--- config.mk ---
export PLATFORM = sky130hd
export DESIGN_NAME = mult_seq_ctrl
export DESIGN_NICKNAME = d
export VERILOG_FILES = /design/src/rtl/mult_seq_ctrl.sv
export SDC_FILE = /design/constraint.sdc
export NUM_CORES = 1
export LEC_CHECK = 0
export BUFFER_PORTS_ARGS = -buffer_cell sky130_fd_sc_hd__buf_4
export CORE_ASPECT_RATIO = 1.2
export CORE_MARGIN = 2
export CORE_UTILIZATION = 50
export DETAILED_ROUTE_END_ITERATION = 6
export PLACE_DENSITY = 0.79
export SETUP_SLACK_MARGIN = 0.15
export SYNTH_ARGS = -nofsm -noshare
export SYNTH_HDL_FRONTEND = slang
export SYNTH_SLANG_ARGS = --single-unit
--- constraint.sdc ---
create_clock -name clk -period 3 [get_ports clk]
set_input_delay 0.3 -clock clk [delete_from_list [all_inputs] [get_ports clk]]
set_output_delay 0.3 -clock clk [all_outputs]
set_load 0.03 [all_outputs]
--- src/rtl/mult_seq_ctrl.sv ---
// Sequencer for the KGP_RISC 32x32 combinational multiplier: holds magnitude
// operands steady for a fixed settle window, then captures the sign-corrected product into HI/LO.
module mult_seq_ctrl #(
  parameter int WIDTH       = 32,
  parameter int WAIT_CYCLES = 4
) (
  input  logic               clk,
  input  logic               rst,
  input  logic               start,
  input  logic               is_signed,
  input  logic [WIDTH-1:0]   op_a,
  input  logic [WIDTH-1:0]   op_b,
  input  logic               flush,
  input  logic               hi_lo_rd,
  output logic [WIDTH-1:0]   mul_a,
  output logic [WIDTH-1:0]   mul_b,
  input  logic [2*WIDTH-1:0] mul_p,
  output logic               busy,
  output logic               done,
  output logic               stall,
  output logic [WIDTH-1:0]   hi,
  output logic [WIDTH-1:0]   lo
);

  localparam logic [0:0] IDLE = 1'b0;
  localparam logic [0:0] WAIT = 1'b1;

  localparam logic [3:0] CNT_INIT = 4'(WAIT_CYCLES - 1);

  logic [0:0]         state;
  logic [3:0]         cnt;
  logic               neg;
  logic [WIDTH-1:0]   abs_a;
  logic [WIDTH-1:0]   abs_b;
  logic [2*WIDTH-1:0] prod_fix;

  // The magnitude of the most negative value still fits as an unsigned WIDTH-bit number.
  always_comb begin
    abs_a = op_a;
    abs_b = op_b;
    if (is_signed && op_a[WIDTH-1]) abs_a = ~op_a + 1'b1;
    if (is_signed && op_b[WIDTH-1]) abs_b = ~op_b + 1'b1;
  end

  always_comb begin
    prod_fix = mul_p;
    if (neg) prod_fix = ~mul_p + 1'b1;
  end

  assign busy  = (state == WAIT);
  assign stall = hi_lo_rd & (busy | start);

  always_ff @(posedge clk) begin
    if (rst) begin
      state <= IDLE;
      cnt   <= '0;
      neg   <= 1'b0;
      mul_a <= '0;
      mul_b <= '0;
      hi    <= '0;
      lo    <= '0;
      done  <= 1'b0;
    end else begin
      done <= 1'b0;
      case (state)
        IDLE: begin
          if (start && !flush) begin
            mul_a <= abs_a;
            mul_b <= abs_b;
            neg   <= is_signed & (op_a[WIDTH-1] ^ op_b[WIDTH-1]);
            cnt   <= CNT_INIT;
            state <= WAIT;
          end
        end
        WAIT: begin
          // Flush has priority even on the capture cycle.
          if (flush) begin
            state <= IDLE;
          end else if (cnt == '0) begin
            {hi, lo} <= prod_fix;
            done     <= 1'b1;
            state    <= IDLE;
          end else begin
            cnt <= cnt - 1'b1;
          end
        end
        default: state <= IDLE;
      endcase
    end
  end

endmodule

# Word-level counts from Yosys, hierarchy flattened
# Index checks and enable logic that the tools add are counted.
# classes
n_mux,12
n_bitwise,9
n_reduce_logical,9
add_sub_neg,4
n_div,0
eq_ne,3
multipliers,0
order_cmp,0
shift,0
# ops
cell,count
"adder 32 x 1 -> 32 bit, second input constant",2
"adder 64 x 1 -> 64 bit, second input constant",1
2-to-1 mux 32 bit,2
2-to-1 mux 64 bit,1
inverter 32 bit,2
inverter 64 bit,1
2-to-1 mux 4 bit,3
case mux 4 bit (2 select lines),1
"!= test 2 bit, second input constant",3
AND reduction 3 bit,2
zero test 4 bit,1
2-to-1 mux 1 bit,4
"subtractor 4 x 1 -> 4 bit, second input constant",1
logical AND 1 bit,3
OR reduction 3 bit,1
AND 1 bit,2
inverter 1 bit,2
case mux 1 bit (2 select lines),1
AND reduction 2 bit,1
zero test 1 bit,1
OR 1 bit,1
XOR 1 bit,1
# word_totals
ramBits,0
latchBits,0
ff_bits,135
n_memories,0
out_inout_bits,131
romBits,0

# Depth between registers and ports, before layout
# Gate-level depths: netlist of the first run.
# logic_depth
depth_word,4
ltp_mapped,9
ltp_nobuf,8

# Worst setup path after synthesis of the first run
# OpenSTA, ideal clock, no wires.
# synth_path
kind,in2reg
from,input port mul_p[12]
to,register hi[21]
path_buffers,1
setup_time_ps,71
stages,7
path_slack_ps,261
arrival_time_ps,2669
cell_sequence,or4_1 or4_1 or4_1 buf_6 nor4_2 mux2_2 a21oi_1
# synth_via
elab_chain_cells,3
# synth_rtl
element,line,text
"start, declared",17,"input logic [2*WIDTH-1:0] mul_p,"
inverter 64 bit,47,if (neg) prod_fix = ~mul_p + 1'b1;
adder 64 x 1 -> 64 bit,47,
2-to-1 mux 64 bit,47,
"end signal, assigned",80,"{hi, lo} <= prod_fix;"
"end, declared",21,"output logic [WIDTH-1:0] hi,"
# No other way between the ends.
# A chain may end at the register's enable or synchronous reset.

# Final worst setup path of the first run
# Ends and elaborated chain as after synthesis.

==> metrics.txt, run 1 <==
cell area after synthesis=7360 um2; syn nets=1060; Synth-to-Final Area Change=38.8%; Worst Reg-to-Reg Cells=8; top fanout value on the critical path=8; Max Cap Viol=0; Setup crit start kind=input pin; CTS sink count=135; Worst Skew=0.0115 ns; layout cells sized above 1=0.293; final hold vios=0; sequential area share after synthesis=0.367; Clock transition at path regs=0.06 ns; main area contributors after synthesis=dfxtp_1 (37%), xor2_1 (8.7%), o21ai_0 (6.7%), nand2_1 (5.3%), nor2_1 (4.4%); initial antenna violation count=0; Hold Buf Count CTS=0; post-CTS setup buffer count=0; Hold/Removal Path Class=input pin to register; Fin Setup TNS=0 ns; outcome=finished, final reports clean; gr usage total=0.287; # resized after CTS=0; worst path arrival time=2.97 ns; Synth Register Bits=135; dominant cell type by area after synthesis=dfxtp_1; TritonCTS buffer count=17; final antenna-violating net count=0; worst endpoint required time=3.36 ns; GRT Residual Overflow=0; number of synthesized flops with an enable pin=0; buffers added on ports=264; Worst Tran Pin Value=0.739 ns; worst r2r src=cnt[0]; Slew headroom=0.507; core footprint=14400 um2; wire length on met2=10.9 mm; routed wire length=22.9 mm; clk_lat worst skew=0.43 ns; period utilization=0.871; cell family with most CP delay=simple AND/OR/NAND/NOR gates; Highest Signal Layer=met4; reg2reg end=hi[26]; die extent in x=115 um; Root Buffer=clkbuf_16; pwr dens=488 nW/um2; Initial Utilization=0.511; crit-path max cell delay=0.61 ns; WL met3=2.15 mm; worst path cell trace=buf_4 -> or4_1 -> or4_1 -> or4_1 -> buf_4 -> nor4_2 -> mux2_2 -> a21oi_1; Final Critical Period=2.61 ns; vias per inst=5.72; WS Path Type=input pin to register; ys async rst share=0; IO Pins=265; Routed wire per std cell=16.8 um; DP Cell Count=1335; Placed Area=9610 um2; vias in the first global route=7379; DRT iter0 DRCs=465; ys flop type=dfxtp_1; Hold Path Cell Cnt=3; H-Tree Level Count=4; worst path bufs/invs=2; fillers=1189; Finish-stage setup viols=0; Unique masters post-synth=51; vias=7814; Die H=137 um; Cells after Synth=921; post-DP HPWL=16.8 mm; CTS tree=done; RSZ-0062 raised after global routing=no; FF/Latch Area=2700 um2; Hold Startpoint=op_b[31]; DIE AREA=15700 um2; Tot Pwr=4.98 mW; Top cell by count, worst path=or4_1; Max VDD drop=0.000312 V; # diodes=0; FMAX=383 MHz; first-pass GRT wire length=35.9 mm; DRC Markers=0; Row Count=48; worst hold path endpoint=mul_b[31]; router iterations before antenna repair=5; post-synthesis area per instance=7.99 um2; leakage=4.03 nW; largest net degree at the start of global routing=103; CP max-delay cell=or4_1; Hold WS=0.113 ns; wl on met1=9.18 mm; nets=1318; reg2reg setup slack=0.93 ns; Final Slew Violations=0; Ys Warns=0; CP endpoint kind=register; clock tree buffer depth=2; fin cells=1367; final instance area=10200 um2; post-synth top area share=0.367; RD Place Congestion=0.889; multi-input logic area=4400 um2
placed cells by master (no fill, tap or decap), types with 4 or more instances in the layout:
cell and instances:
buf_4 292, dfxtp_1 134, nand2_1 104, o21ai_0 98
nor2_1 86, xor2_1 73, a211oi_1 40, a21oi_1 33
xnor2_1 33, or4_1 26, nor3_1 23, o31ai_1 22
nor4_1 20, or3_1 19, clkbuf_16 17, inv_1 16
and3_1 13, o41ai_1 12, mux2i_1 10, o22ai_1 10
nand2b_1 9, nand3_1 9, or2_2 7, nand4_1 6
a31oi_1 6, ha_1 5, a311oi_1 4, o31ai_2 4
and2_1 4, clkinv_2 4
cell usage after synthesis (all sizes together) (22+ instances only):
| master | count |
|---|---|
| dfxtp | 135 |
| nand2 | 104 |
| o21ai | 102 |
| nor2 | 87 |
| xor2 | 73 |
| clkbuf | 51 |
| a211oi | 41 |
| a21oi | 33 |
| xnor2 | 33 |
| nor3 | 26 |
| o31ai | 26 |
| or4 | 26 |
| nor4 | 22 |
flip-flops by register name (all words and copies together) (netlist names):
signal and flops:
mul_a 32, hi 32, cnt 4, neg 1, mul_b 32, lo 32, busy 1, done 1
metrics by stage:
stage / setup slack (ns) / util
global route: 0.279 / 0.709
global placement: -0.0108 / 0.667
CTS: 0.394 / 0.709
detailed placement: -0.0340 / 0.667
floorplan: 0.261 / -
finish: 0.386 / 0.709
routing by layer:
layer / up-vias / track usage
li1: 3848 / -
met5: - / 0
met1: 3563 / 0.341
met4: 0 / 0.130
met2: 349 / 0.473
met3: 54 / 0.0912
kinds of logic (layout without fill, tap and decap cells):
kind of cell / after synthesis / count (layout) / synth area share
mux: 13 / 13 / 0.0182
flops: 135 / 135 / 0.367
simple gates: 345 / 345 / 0.232
fa+ha+maj: 5 / 5 / 0.00850
buf+inv: 71 / 342 / 0.0374
xor+xnor: 106 / 106 / 0.126
compound gates: 246 / 246 / 0.210
worst register-to-register path, cell delays in order, from the launching register on:
cell	delay [ns]
dfxtp_1	0.33
inv_1	0.09
ha_1	0.17
nand2_1	0.08
or4_1	0.41
buf_4	0.22
or3_1	0.31
mux2_2	0.26
a21oi_1	0.13
worst max-delay path by stage:
| stage | slack (ns) | depth (start not counted) | to | from |
|---|---|---|---|---|
| 3_5_place_dp | -0.03 | 8 | hi[21] | mul_p[12] |
| 2_1_floorplan | 0.26 | 7 | hi[21] | mul_p[12] |
| 3_3_place_gp | -0.01 | 9 | hi[7] | mul_p[12] |
| 5_1_grt | 0.28 | 8 | hi[21] | mul_p[12] |
| 4_1_cts | 0.39 | 8 | hi[21] | mul_p[12] |
| 6_report | 0.39 | 8 | hi[21] | mul_p[12] |
report_power, final:
group	internal [mW]	switching (mW)
combinational	0.375	0.521
sequential	1.88	0.0499
clock	1.31	0.848
total	3.56	1.42
area by class of cell:
cell class | instances | area share
inverter | 16 | 0.00588
multi-input combinational | 715 | 0.430
sequential | 135 | 0.265
clock inverter | 15 | 0.0174
timing repair buffer | 294 | 0.219
tap | 175 | 0.0214
clock buffer | 17 | 0.0416
Power figures use the tool's default switching activity.
==> inputs of run 2 (changes only) <==
--- a/config.mk
+++ b/config.mk
@@ -7,9 +7,10 @@
 export LEC_CHECK = 0
 export BUFFER_PORTS_ARGS = -buffer_cell sky130_fd_sc_hd__buf_4
 export CORE_ASPECT_RATIO = 1.2
-export CORE_MARGIN = 2
 export CORE_UTILIZATION = 50
+export CTS_CLUSTER_DIAMETER = 80
 export DETAILED_ROUTE_END_ITERATION = 6
+export GPL_ROUTABILITY_DRIVEN = 0
 export PLACE_DENSITY = 0.79
 export SETUP_SLACK_MARGIN = 0.15
 export SYNTH_ARGS = -nofsm -noshare
==> run 2 against run 1 <==
- global-route usage decreased by 0.23 points
- setup slack got worse by 0.012 ns
- combinational power is 0.6% lower
- non-clock buffer count up 1
- critical path type unchanged
- die area shrank 3.2%
- highest routed layer unchanged
- power decreased by 2.3%
==> metrics.txt, run 2 (synthesis results as in run 1) <==
fillers=1218 (+2.4%); outcome=finished, final reports clean; fin cells=1367 (unchanged); # diodes=0 (unchanged); Tot Pwr=4.87 mW (-2.3%); Post-Route Utilization=0.710 (+0.000960); Fin Setup TNS=0 ns (unchanged); Setup crit start kind=input pin; Hold/Removal Path Class=input pin to register; clk_lat worst skew=0.43 ns (about the same); worst setup margin=0.375 ns (-0.0115 ns); Final Slew Violations=0 (unchanged); vias per inst=5.69 (-0.54%); Placed Area=9610 um2 (about the same); largest net degree at the start of global routing=103 (unchanged); top fanout value on the critical path=10 (+2); final antenna-violating net count=0 (unchanged); post-CTS setup buffer count=0 (unchanged); routed wire length=22.4 mm (-2.4%); H-Tree Level Count=4 (unchanged); Die H=135 um (-1.5%); crit-path max cell delay=0.61 ns (about the same); Top cell by count, worst path=or4_1; leakage=4.02 nW (-0.30%); initial antenna violation count=0 (unchanged); worst endpoint required time=3.35 ns (about the same); WS Path Type=input pin to register; Hold WS=0.142 ns (+0.0287 ns); pwr dens=478 nW/um2 (-2.0%); dpl ws=-0.0488 ns (-0.0149 ns); Worst Tran Pin Value=0.759 ns (+0.0197 ns); worst path cell trace=buf_4 -> or4_1 -> or4_1 -> or4_1 -> buf_4 -> nor4_2 -> mux2_2 -> a21oi_1; core footprint=14400 um2 (-0.42%); RSZ-0062 raised after global routing=no; layout cells sized above 1=0.292 (-0.000839); final instance area=10200 um2 (-0.28%); FMAX=381 MHz (-0.44%); GRT Residual Overflow=0 (unchanged); nets=1319 (+0.076%); # resized after CTS=0 (unchanged); CTS tree=done; worst r2r src=cnt[0]; DP Cell Count=1336 (+0.075%); vias in the first global route=7086 (-4.0%); Finish-stage setup viols=0 (unchanged); Root Buffer=clkbuf_16; Clock transition at path regs=0.06 ns (about the same); IO Pins=265 (unchanged); DRT iter0 DRCs=502 (+8.0%); CP endpoint kind=register; Row Count=48 (unchanged); TritonCTS buffer count=17 (unchanged); worst path arrival time=2.97 ns (about the same); Hold Startpoint=op_b[31]; Routed wire per std cell=16.4 um (-2.4%); CP max-delay cell=or4_1; DRC Markers=0 (unchanged); post-DP HPWL=16.5 mm (-2.2%); first-pass GRT wire length=34.3 mm (-4.4%); period utilization=0.875 (+0.00385); most frequent cells in the layout=buf_4 (294), dfxtp_1 (134), nand2_1 (104); gr usage total=0.285 (-0.00227); CTS sink count=135 (unchanged); Max VDD drop=0.000312 V (about the same); clock tree buffer depth=2 (unchanged); most common cell after layout, fill and taps aside=buf_4; die extent in x=113 um (-1.7%); Initial Utilization=0.513 (+0.00214); Slew headroom=0.493 (-0.0142); Worst Setup SP=mul_p[12]; router iterations before antenna repair=5 (unchanged); multi-input logic area=4400 um2 (unchanged); DIE AREA=15200 um2 (-3.2%); FF/Latch Area=2700 um2 (unchanged); final hold vios=0 (unchanged); vias=7772 (-0.54%); buffers added on ports=264 (unchanged); Worst Skew=0.00995 ns (-0.00154 ns); Synth-to-Final Area Change=38.4%; Max Cap Viol=0 (unchanged); Hold Buf Count CTS=0 (unchanged); Final Critical Period=2.63 ns (+0.0115 ns)
## run 2: cell types whose count changed in the layout (fill, tap and decap cells not counted)
cell and change:
clkinv_4 -3, clkinvlp_4 +1, clkbuf_1 +1, clkbuf_8 +6, buf_12 -1, buf_4 +2
inv_6 -3, bufinv_16 -2, clkinv_2 -1
## run 2: path summary, 6_finish.rpt
path,end,cells after the start,slack [ns]
worst max-delay path,hi[21],8,0.37
worst max register to register,hi[26],8,0.94
worst min-delay path,mul_b[31],3,0.14
worst min register to register,mul_a[24],2,0.45
## run 2: critical path: cells and delay by family
family	cells	cell delay, ns
buf+inv	2	0.32
simple gates	4	1.85
mux	1	0.36
compound gates	1	0.14
## run 2: routing by layer
layer / part of all wire / global-route usage / vias up
li1: - / - / 3835
met1: 0.40 / 0.328 / 3594
met2: 0.50 / 0.495 / 303
met3: 0.077 / 0.0821 / 40
met4: 0.025 / 0.113 / 0
met5: 0 / 0 / -
## run 2: cell type report
| class | instances | share of cell area |
|---|---|---|
| Multi-Input combinational cell | 715 | 0.432 |
| Sequential cell | 135 | 0.265 |
| Timing Repair Buffer | 295 | 0.219 |
| Clock buffer | 24 | 0.0502 |
| Tap cell | 175 | 0.0215 |
| Clock inverter | 7 | 0.00663 |
| Inverter | 16 | 0.00590 |
## run 2: power by group
group | internal [mW] | total, mW | leakage [nW] | switching (mW)
clock | 1.26 | 2.05 | 0.280 | 0.784
combinational | 0.375 | 0.892 | 2.64 | 0.517
sequential | 1.88 | 1.93 | 1.10 | 0.0526
